[config.mk]
export PLATFORM = sky130hd
export DESIGN_NAME = core_id_scoreboard
export DESIGN_NICKNAME = d
export VERILOG_FILES = /design/src/rtl/core_id_scoreboard_pkg.sv /design/src/rtl/core_id_scoreboard.sv
export SDC_FILE = /design/constraint.sdc
export NUM_CORES = 1
export LEC_CHECK = 0
export CAP_MARGIN = 15
export CORE_MARGIN = 2
export CORE_UTILIZATION = 30
export DETAILED_ROUTE_END_ITERATION = 10
export SYNTH_ARGS = -nofsm -noshare
export SYNTH_HDL_FRONTEND = slang
export SYNTH_SLANG_ARGS = --single-unit
[constraint.sdc]
create_clock -name i_clk -period 6.8 [get_ports i_clk]
set_clock_uncertainty 0.2 [all_clocks]
set_input_delay 0.68 -clock i_clk [delete_from_list [all_inputs] [get_ports i_clk]]
set_output_delay 0.68 -clock i_clk [all_outputs]
set_load 0.005 [all_outputs]
[src/rtl/core_id_scoreboard_pkg.sv]
// Shared core package for the ID-stage scoreboard: FSM state names, x0 index
// and small register-index helpers.
package core_id_scoreboard_pkg;

  typedef enum logic [1:0] {
    ST_RUN    = 2'd0,
    ST_HAZARD = 2'd1,
    ST_DRAIN  = 2'd2
  } sb_state_e;

  localparam logic [4:0] X0_IDX    = 5'd0;
  localparam int         REG_SPACE = 32;

  function automatic logic [REG_SPACE-1:0] reg_onehot(input logic [4:0] idx);
    return {{(REG_SPACE-1){1'b0}}, 1'b1} << idx;
  endfunction

  // x0 and indices beyond the configured register count are never tracked
  function automatic logic idx_tracked(input logic [4:0] idx, input int nregs);
    return (idx != X0_IDX) && (int'(idx) < nregs);
  endfunction

endpackage

[src/rtl/core_id_scoreboard.sv]
// ID-stage register scoreboard: RAW/WAW/structural hazard detection, issue/stall
// generation, pending-write tracking and flush drain. Optional macro CORE_SB_BYPASS_EN
// lets a same-cycle writeback clear a hazard so the instruction issues that cycle.
module core_id_scoreboard
  import core_id_scoreboard_pkg::*;
#(
  parameter int NREGS   = 32,
  parameter int MAX_OUT = 4
) (
  input  logic                           i_clk,
  input  logic                           i_rst_n,
  input  logic                           i_id_valid,
  input  logic [4:0]                     i_rs1,
  input  logic [4:0]                     i_rs2,
  input  logic [4:0]                     i_rd,
  input  logic                           i_uses_rs1,
  input  logic                           i_uses_rs2,
  input  logic                           i_reg_write,
  input  logic                           i_ex_ready,
  input  logic [4:0]                     i_wb_rd,
  input  logic                           i_wb_reg_write,
  input  logic                           i_flush,
  output logic                           o_issue,
  output logic                           o_stall,
  output logic [NREGS-1:0]               o_busy,
  output logic [$clog2(MAX_OUT+1)-1:0]   o_out_cnt,
  output logic [15:0]                    o_stall_cycles
);

  localparam int            CW      = $clog2(MAX_OUT + 1);
  localparam logic [CW-1:0] MAX_CNT = CW'(MAX_OUT);

  sb_state_e              r_state;
  logic [REG_SPACE-1:0]   r_busy;
  logic [CW-1:0]          r_out_cnt;
  logic [15:0]            r_stall_cycles;

  logic                   w_wb_clr;
  logic [REG_SPACE-1:0]   w_wb_mask;
  logic [REG_SPACE-1:0]   w_busy_view;
  logic [CW-1:0]          w_cnt_view;
  logic                   w_raw;
  logic                   w_waw;
  logic                   w_struct;
  logic                   w_hazard;
  logic                   w_hazard_stall;
  logic                   w_issue;
  logic                   w_set;
  logic [REG_SPACE-1:0]   w_set_mask;

  // Writeback only retires a write that is actually pending.
  assign w_wb_clr  = i_wb_reg_write && (i_wb_rd != X0_IDX) && r_busy[i_wb_rd];
  assign w_wb_mask = w_wb_clr ? reg_onehot(i_wb_rd) : {REG_SPACE{1'b0}};

`ifdef CORE_SB_BYPASS_EN
  assign w_busy_view = r_busy & ~w_wb_mask;
  assign w_cnt_view  = r_out_cnt - {{(CW-1){1'b0}}, w_wb_clr};
`else
  assign w_busy_view = r_busy;
  assign w_cnt_view  = r_out_cnt;
`endif

  assign w_raw    = (i_uses_rs1 && w_busy_view[i_rs1]) || (i_uses_rs2 && w_busy_view[i_rs2]);
  assign w_waw    = i_reg_write && w_busy_view[i_rd];
  assign w_struct = i_reg_write && (i_rd != X0_IDX) && (w_cnt_view == MAX_CNT);
  assign w_hazard = w_raw || w_waw || w_struct;
  assign w_hazard_stall = i_id_valid && w_hazard;

  // HAZARD only records that ID is waiting; issue resumes as soon as the hazard clears.
  assign w_issue = i_id_valid && i_ex_ready && !w_hazard && (r_state != ST_DRAIN) && !i_flush;
  assign w_set      = w_issue && i_reg_write && idx_tracked(i_rd, NREGS);
  assign w_set_mask = w_set ? reg_onehot(i_rd) : {REG_SPACE{1'b0}};

  assign o_issue        = w_issue;
  assign o_stall        = i_id_valid && !w_issue;
  assign o_busy         = r_busy[NREGS-1:0];
  assign o_out_cnt      = r_out_cnt;
  assign o_stall_cycles = r_stall_cycles;

  // Control FSM: flush forces one DRAIN cycle from any state.
  always_ff @(posedge i_clk or negedge i_rst_n) begin
    if (!i_rst_n) begin
      r_state <= ST_RUN;
    end else if (i_flush) begin
      r_state <= ST_DRAIN;
    end else begin
      case (r_state)
        ST_RUN:    r_state <= w_hazard_stall ? ST_HAZARD : ST_RUN;
        ST_HAZARD: r_state <= w_hazard_stall ? ST_HAZARD : ST_RUN;
        ST_DRAIN:  r_state <= ST_RUN;
        default:   r_state <= ST_RUN;
      endcase
    end
  end

  // Pending-write tracking; a same-register set and clear nets to "still busy".
  always_ff @(posedge i_clk or negedge i_rst_n) begin
    if (!i_rst_n) begin
      r_busy    <= {REG_SPACE{1'b0}};
      r_out_cnt <= {CW{1'b0}};
    end else if (i_flush) begin
      r_busy    <= {REG_SPACE{1'b0}};
      r_out_cnt <= {CW{1'b0}};
    end else begin
      r_busy    <= (r_busy & ~w_wb_mask) | w_set_mask;
      r_out_cnt <= r_out_cnt + {{(CW-1){1'b0}}, w_set} - {{(CW-1){1'b0}}, w_wb_clr};
    end
  end

  // Saturating stall-cycle counter.
  always_ff @(posedge i_clk or negedge i_rst_n) begin
    if (!i_rst_n) begin
      r_stall_cycles <= 16'd0;
    end else if (o_stall && (r_stall_cycles != 16'hFFFF)) begin
      r_stall_cycles <= r_stall_cycles + 16'd1;
    end else begin
      r_stall_cycles <= r_stall_cycles;
    end
  end

endmodule

==> results of run 1 <==
[cell type report]
cell class                      count  area share
Tap cell                          168      0.0439
Sequential cell                    53       0.277
Clock inverter                      2     0.00340
Inverter                           10     0.00784
Clock buffer                        6      0.0290
Multi-Input combinational cell    247       0.466
Timing Repair Buffer               84       0.173
[placed cells by master, fill, tap and decap left out, drive strengths merged, types with 4 or more instances in the layout]
cell,netlist,final
o31ai,5,5
dfrtp,53,53
a31o,4,4
and3,13,13
or2,5,5
nand2b,11,11
inv,9,10
or3,5,5
nand4,10,10
nor3,7,7
mux2i,7,7
clkbuf,14,6
o21ai,21,21
xnor2,12,12
clkdlybuf4s50,0,80
mux2,6,6
buf,12,4
nand3,17,17
nor2,10,10
mux4,33,33
nand2,14,14
nor2b,7,7
o211ai,24,24
[synth_stat cells (9+ instances only)]
library cell   n
nand4_1       10
mux4_2        33
and3_1        13
o21ai_0       12
clkbuf_1      14
nand2_1       14
dfrtp_1       53
inv_1          9
o211ai_1      23
nor2_1        10
nand3_1       17
nand2b_1      11
xnor2_1       12
[through the flow]
stage          total power [µW]  utilization
2_1_floorplan               450            -
3_5_place_dp                539        0.384
3_3_place_gp                537        0.384
6_report                    796        0.397
5_1_grt                     839        0.397
4_1_cts                     804        0.397
[worst max-delay path, delay by kind of cell]
kind	cells	cell delay, ns
and+or+nand+nor	2	0.56
buffers and inverters	3	1.73
muxes	3	0.83
AOI/OAI and AO/OA	1	0.30
[path summary, 6_finish.rpt]
check,from,to,slack [ns],depth (start not counted)
setup / recovery,i_rd[1],o_stall,1.80,9
hold / removal,o_stall_cycles[5],o_stall_cycles[5],0.30,1
setup reg to reg,o_busy[15],o_out_cnt[2],2.90,13
hold reg to reg,o_stall_cycles[5],o_stall_cycles[5],0.30,1
max in group asynchronous,i_rst_n,o_busy[2],5.63,2
min in group asynchronous,i_rst_n,o_busy[26],0.32,2
[report_power, final]
group,internal (µW),switching (µW),total [µW]
Combinational,92.5,77.9,170
Sequential,337,25.7,363
Clock,148,115,263
[cells by family after synthesis]
kind of cell	after synthesis	share of synthesized area
simple gates	113	0.174
compound gates	70	0.141
flops	53	0.358
mux	46	0.237
buf+inv	36	0.0408
xor+xnor	14	0.0331
fa+ha+maj	4	0.0155
[state kept, by name (all words and copies together), names as in the netlist]
register	cells
o_busy	32
o_out_cnt	3
o_stall_cycles	16
r_state	2
[routing by layer]
| metal | vias up | wire length (µm) |
|---|---|---|
| met5 | - | 0 |
| met4 | 0 | 182 |
| met3 | 17 | 1140 |
| met2 | 198 | 5400 |
| met1 | 1609 | 4970 |
| li1 | 1439 | - |
==> metrics.md, run 1 <==
| Metric | Value |
|---|---|
| Outcome | `finished, final reports clean` |
| RSZ-0062 raised after global routing | `no` |
| Final Wtd Congestion | `0.863` |
| Area leader, netlist | `dfrtp_1` |
| Wirelength per Cell | `20.5 µm` |
| Most used DFF post-synth | `dfrtp_1` |
| Warnings, synthesis | `0` |
| Post-route ant nets | `0` |
| CP Class | `input port to primary output` |
| CTS Buf Count | `5` |
| Setup violators final | `0` |
| Post-cts sizing count | `0` |
| Final wirelength | `~12000 µm` |
| Root Buffer | `clkbuf_16` |
| Slew Limit Fails | `0` |
| Setup WS pre-CTS | `1.82 ns` |
| Worst hold path type | `flip-flop to flip-flop` |
| Yosys cell types | `53` |
| Synthesis-to-finish area growth | `29.1%` |
| Clock buffer depth | `2` |
| Setup Buffers After CTS | `0` |
| Tcrit/Tclk final | `0.736` |
| Fraction of registers with async set/reset | `1.00` |
| Share of layout cells above drive strength 1 | `0.159` |
| Residual DRC | `0` |
| Synth Instances | `336` |
| Vias in the first global route | `3239` |
| Post-Syn Area | `3710 µm²` |
| Die Width | `about 120 µm` |
| Via count | `3263` |
| Die height | `115 µm` |
| Least-Margin Pin Slew | `0.869 ns` |
| Placed insts | `roughly 560` |
| Met1 GRT Util | `0.247` |
| Worst path arrival time | `roughly 4.1 ns` |
| CP Capture Type | `primary output` |
| Crit path launch type | `input port` |
| CTS Hold Bufs | `0` |
| Crit-path max FO | `22` |
| Antenna violations before repair | `0` |
| Clock Sinks | `53` |
| Total I/O pin count | `82` |
| Met2 Use GR | `0.283` |
| Critical path, cell by cell | `clkdlybuf4s50_1 -> mux4_2 -> mux2i_1 -> mux2i_1 -> o311ai_1 -> nand4_1 -> buf_4 -> and2_1 -> clkdlybuf4s50_1` |
| Synth top area share | `0.358` |
| Static Leak | `approximately 0.0018 µW` |
| CP max stage cell | `clkdlybuf4s50_1` |
| First-pass detailed-route iteration total | `5` |
| M3 GR Usage | `0.0438` |
| Worst setup margin | `1.80 ns` |
| Pwr/cell area | `166 nW/µm²` |
| Synthesized flop and latch total | `53` |
| Post-Place Cell Area | `~4600 µm²` |
| Fin area | `4790 µm²` |
| Final Hold Fails | `0` |
| VDD IR-drop max | `0.114 mV` |
| Die area | `around 13000 µm²` |
| Post-synth net total | `between 300 and 400` |
| DR iter-0 viols | `between 200 and 300` |
| Post-synth EDFFs | `0` |
| Vias/cell | `approximately 5.7` |
| Remaining Overflow, GRT | `0` |
| Fin Setup TNS | `0 ns` |
| Post-DP HPWL | `8590 µm` |
| Multi-input logic area | `2230 µm²` |
| CP Data Required Time | `5.92 ns` |
| Final min period | `5.00 ns` |
| Num rows | `40` |
| Post-Syn Area per Cell | `11.0 µm²` |
| Max stage delay on crit path | `0.94 ns` |
| Top cells by area, synth | `dfrtp_1 36%, mux4_2 20%, o211ai_1 4.7%` |
| Register area | `roughly 1300 µm²` |
| Fin nets | `434` |
| Worst hold slack | `0.301 ns` |
| First-pass GRT wire length | `18600 µm` |
| IO Port Bufs | `81` |
| F_max | `200 MHz` |
| Antenna Cells | `0` |
| Tot GR Track Use | `0.179` |
| Finished Layout Cells | `570` |
| Filler cells | `1184` |
| Slew headroom | `0.419` |
| # H-tree levels | `2` |
| Core area | `12100 µm²` |
| Initial Utilization | `0.308` |
| Max_cap viols | `0` |
| Most Used Layer, Global Route | `met2` |
| CTS tree | `yes` |
| Later-pin clock latency in the skew report | `a little under 0.3 ns` |
| Clock transition at the registers of the reported paths | `roughly 0.07 ns` |
| Register area share after synthesis | `0.358` |
| Largest net degree at the start of global routing | `54` |
Power figures use the tool's default switching activity.
==> inputs of run 2 (changes only) <==
Clock period 6.8 ns to 5.1 ns, I/O delays scaled along.
==> metrics.md, run 2 (synthesized netlist as in run 1, its figures left out) <==
| Metric | Value |
|---|---|
| Outcome | `finished, final reports clean` |
| Final Hold Fails | `0 (unchanged)` |
| Post-DP HPWL | `8430 µm (-1.8%)` |
| Max_cap viols | `0 (unchanged)` |
| CTS Hold Bufs | `0 (unchanged)` |
| CTS tree | `yes` |
| Filler cells | `1198 (+1.2%)` |
| Setup WS pre-CTS | `0.616 ns (-1.20 ns)` |
| Crit-path max FO | `30 (+36%)` |
| Total I/O pin count | `82 (unchanged)` |
| WL met3 | `1120 µm (-1.6%)` |
| Critical path, cell by cell | `clkdlybuf4s50_1 -> mux4_2 -> mux4_2 -> nor2_1 -> a211o_1 -> nand4_1 -> buf_4 -> and2_1 -> clkdlybuf4s50_1` |
| Antenna Cells | `0 (unchanged)` |
| CP max stage cell | `clkdlybuf4s50_1` |
| Share of layout cells above drive strength 1 | `0.165 (+0.00623)` |
| # H-tree levels | `2 (unchanged)` |
| Largest net degree at the start of global routing | `54 (unchanged)` |
| Crit path from | `i_rs1[0]` |
| Via count | `3335 (+2.2%)` |
| Initial Utilization | `0.308 (unchanged)` |
| Fin nets | `437 (+0.69%)` |
| Worst setup margin | `0.733 ns (-1.06 ns)` |
| Final min period | `4.37 ns` |
| Final Wtd Congestion | `0.872 (+1.1%)` |
| M1 wire length | `4890 µm (-1.5%)` |
| Buffers & Inverters on Critical Path | `3 (unchanged)` |
| CTS Buf Count | `5 (unchanged)` |
| Clock buffer depth | `2 (unchanged)` |
| Remaining Overflow, GRT | `0 (unchanged)` |
| Least-Margin Pin Slew | `0.800 ns (-0.0692 ns)` |
| Crit path launch type | `input port` |
| CP Capture Type | `primary output` |
| IO Port Bufs | `81 (unchanged)` |
| Root Buffer | `clkbuf_16` |
| Static Leak | `0.00184 µW (+0.79%)` |
| First-pass GRT wire length | `18300 µm (-1.2%)` |
| Vias in the first global route | `3277 (+1.2%)` |
| Antenna violations before repair | `0 (unchanged)` |
| Die height | `115 µm (unchanged)` |
| Num rows | `40 (unchanged)` |
| Fin Setup TNS | `0 ns (unchanged)` |
| First-pass detailed-route iteration total | `5 (unchanged)` |
| Slew Limit Fails | `0 (unchanged)` |
| Post-cts sizing count | `0 (unchanged)` |
| Pwr Total | `1060 µW (+34%)` |
| Register area | `1330 µm² (unchanged)` |
| Die Width | `115 µm (unchanged)` |
| Core area | `12100 µm² (unchanged)` |
| Worst path arrival time | `3.66 ns (-0.46 ns)` |
| Met2 routed WL | `5120 µm (-5.3%)` |
| Slew headroom | `0.465 (+0.0463)` |
| Tcrit/Tclk final | `0.856` |
| DR iter-0 viols | `238 (-12%)` |
| Later-pin clock latency in the skew report | `0.29 ns (about the same)` |
| RSZ-0062 raised after global routing | `no` |
| F_max | `229 MHz` |
| Max stage delay on crit path | `0.82 ns (-0.12 ns)` |
| Clock transition at the registers of the reported paths | `0.07 ns (about the same)` |
| Post-route ant nets | `0 (unchanged)` |
| Residual DRC | `0 (unchanged)` |
| Top sig layer | `met4` |
| Setup violators final | `0 (unchanged)` |
| Vias/cell | `5.82 (+1.7%)` |
| Die area | `13300 µm² (unchanged)` |
| CP Data Required Time | `4.39 ns (-1.53 ns)` |
| CP Class | `input port to primary output` |
| Max FFs per register | `32 (unchanged)` |
| Final wirelength | `11400 µm (-2.8%)` |
| Tot GR Track Use | `0.177 (-0.00276)` |
| Delay-heaviest family, CP | `buffers and inverters` |
| VDD IR-drop max | `0.147 mV (+30%)` |
| Most common cell after layout, fill and taps aside | `clkdlybuf4s50_1` |
| Most frequent cells in the layout | `80 x clkdlybuf4s50_1, 53 x dfrtp_1, 33 x mux4_2, 23 x o211ai_1, 17 x nand3_1` |
| Worst hold path type | `input port to asynchronous set/reset pin` |
| Setup Buffers After CTS | `0 (unchanged)` |
| Synthesis-to-finish area growth | `29.7%` |
| Clock Sinks | `53 (unchanged)` |
| Critical R2R Launch | `o_busy[7]` |
| Wirelength per Cell | `19.8 µm (-3.3%)` |
| Pwr/cell area | `221 nW/µm² (+33%)` |
| Multi-input logic area | `2230 µm² (unchanged)` |
[run 2: layout make-up]
| type | instances | share of cell area |
|---|---|---|
| multi-input cells | 247 | 0.464 |
| well taps | 168 | 0.0437 |
| flip-flops and latches | 53 | 0.276 |
| clock buffers | 6 | 0.0289 |
| clock inverters | 2 | 0.00338 |
| repair buffers | 87 | 0.177 |
| inverters | 10 | 0.00780 |
[run 2: worst paths after layout]
check	endpoint	slack, ns	cells past startpoint
max	o_stall	0.73	9
min	o_stall_cycles[9]	0.14	2
max reg2reg	o_out_cnt[2]	1.54	12
min reg2reg	o_stall_cycles[5]	0.31	1
max in group asynchronous	o_busy[26]	4.11	2
min in group i_clk	o_stall_cycles[5]	0.31	1
[run 2: stage by stage]
step                hold WS [ns]  cell area [µm²]   util  cells
floorplan                 0.0144             3710      -    336
global placement           0.279             4660  0.386    565
detailed placement         0.293             4660  0.386    565
CTS                        0.166             4810  0.399    573
global route               0.192             4810  0.399    573
finish                     0.139             4810  0.399    573
[run 2: layer usage]
metal	vias to the layer above	global-route usage
met5	-	0
met4	0	0.0506
met3	19	0.0480
met2	198	0.276
met1	1675	0.243
li1	1443	-
[run 2: power by group]
group	switching, µW	total [µW]	internal, µW
logic	106	231	125
clock network	151	348	197
registers	34.5	484	449
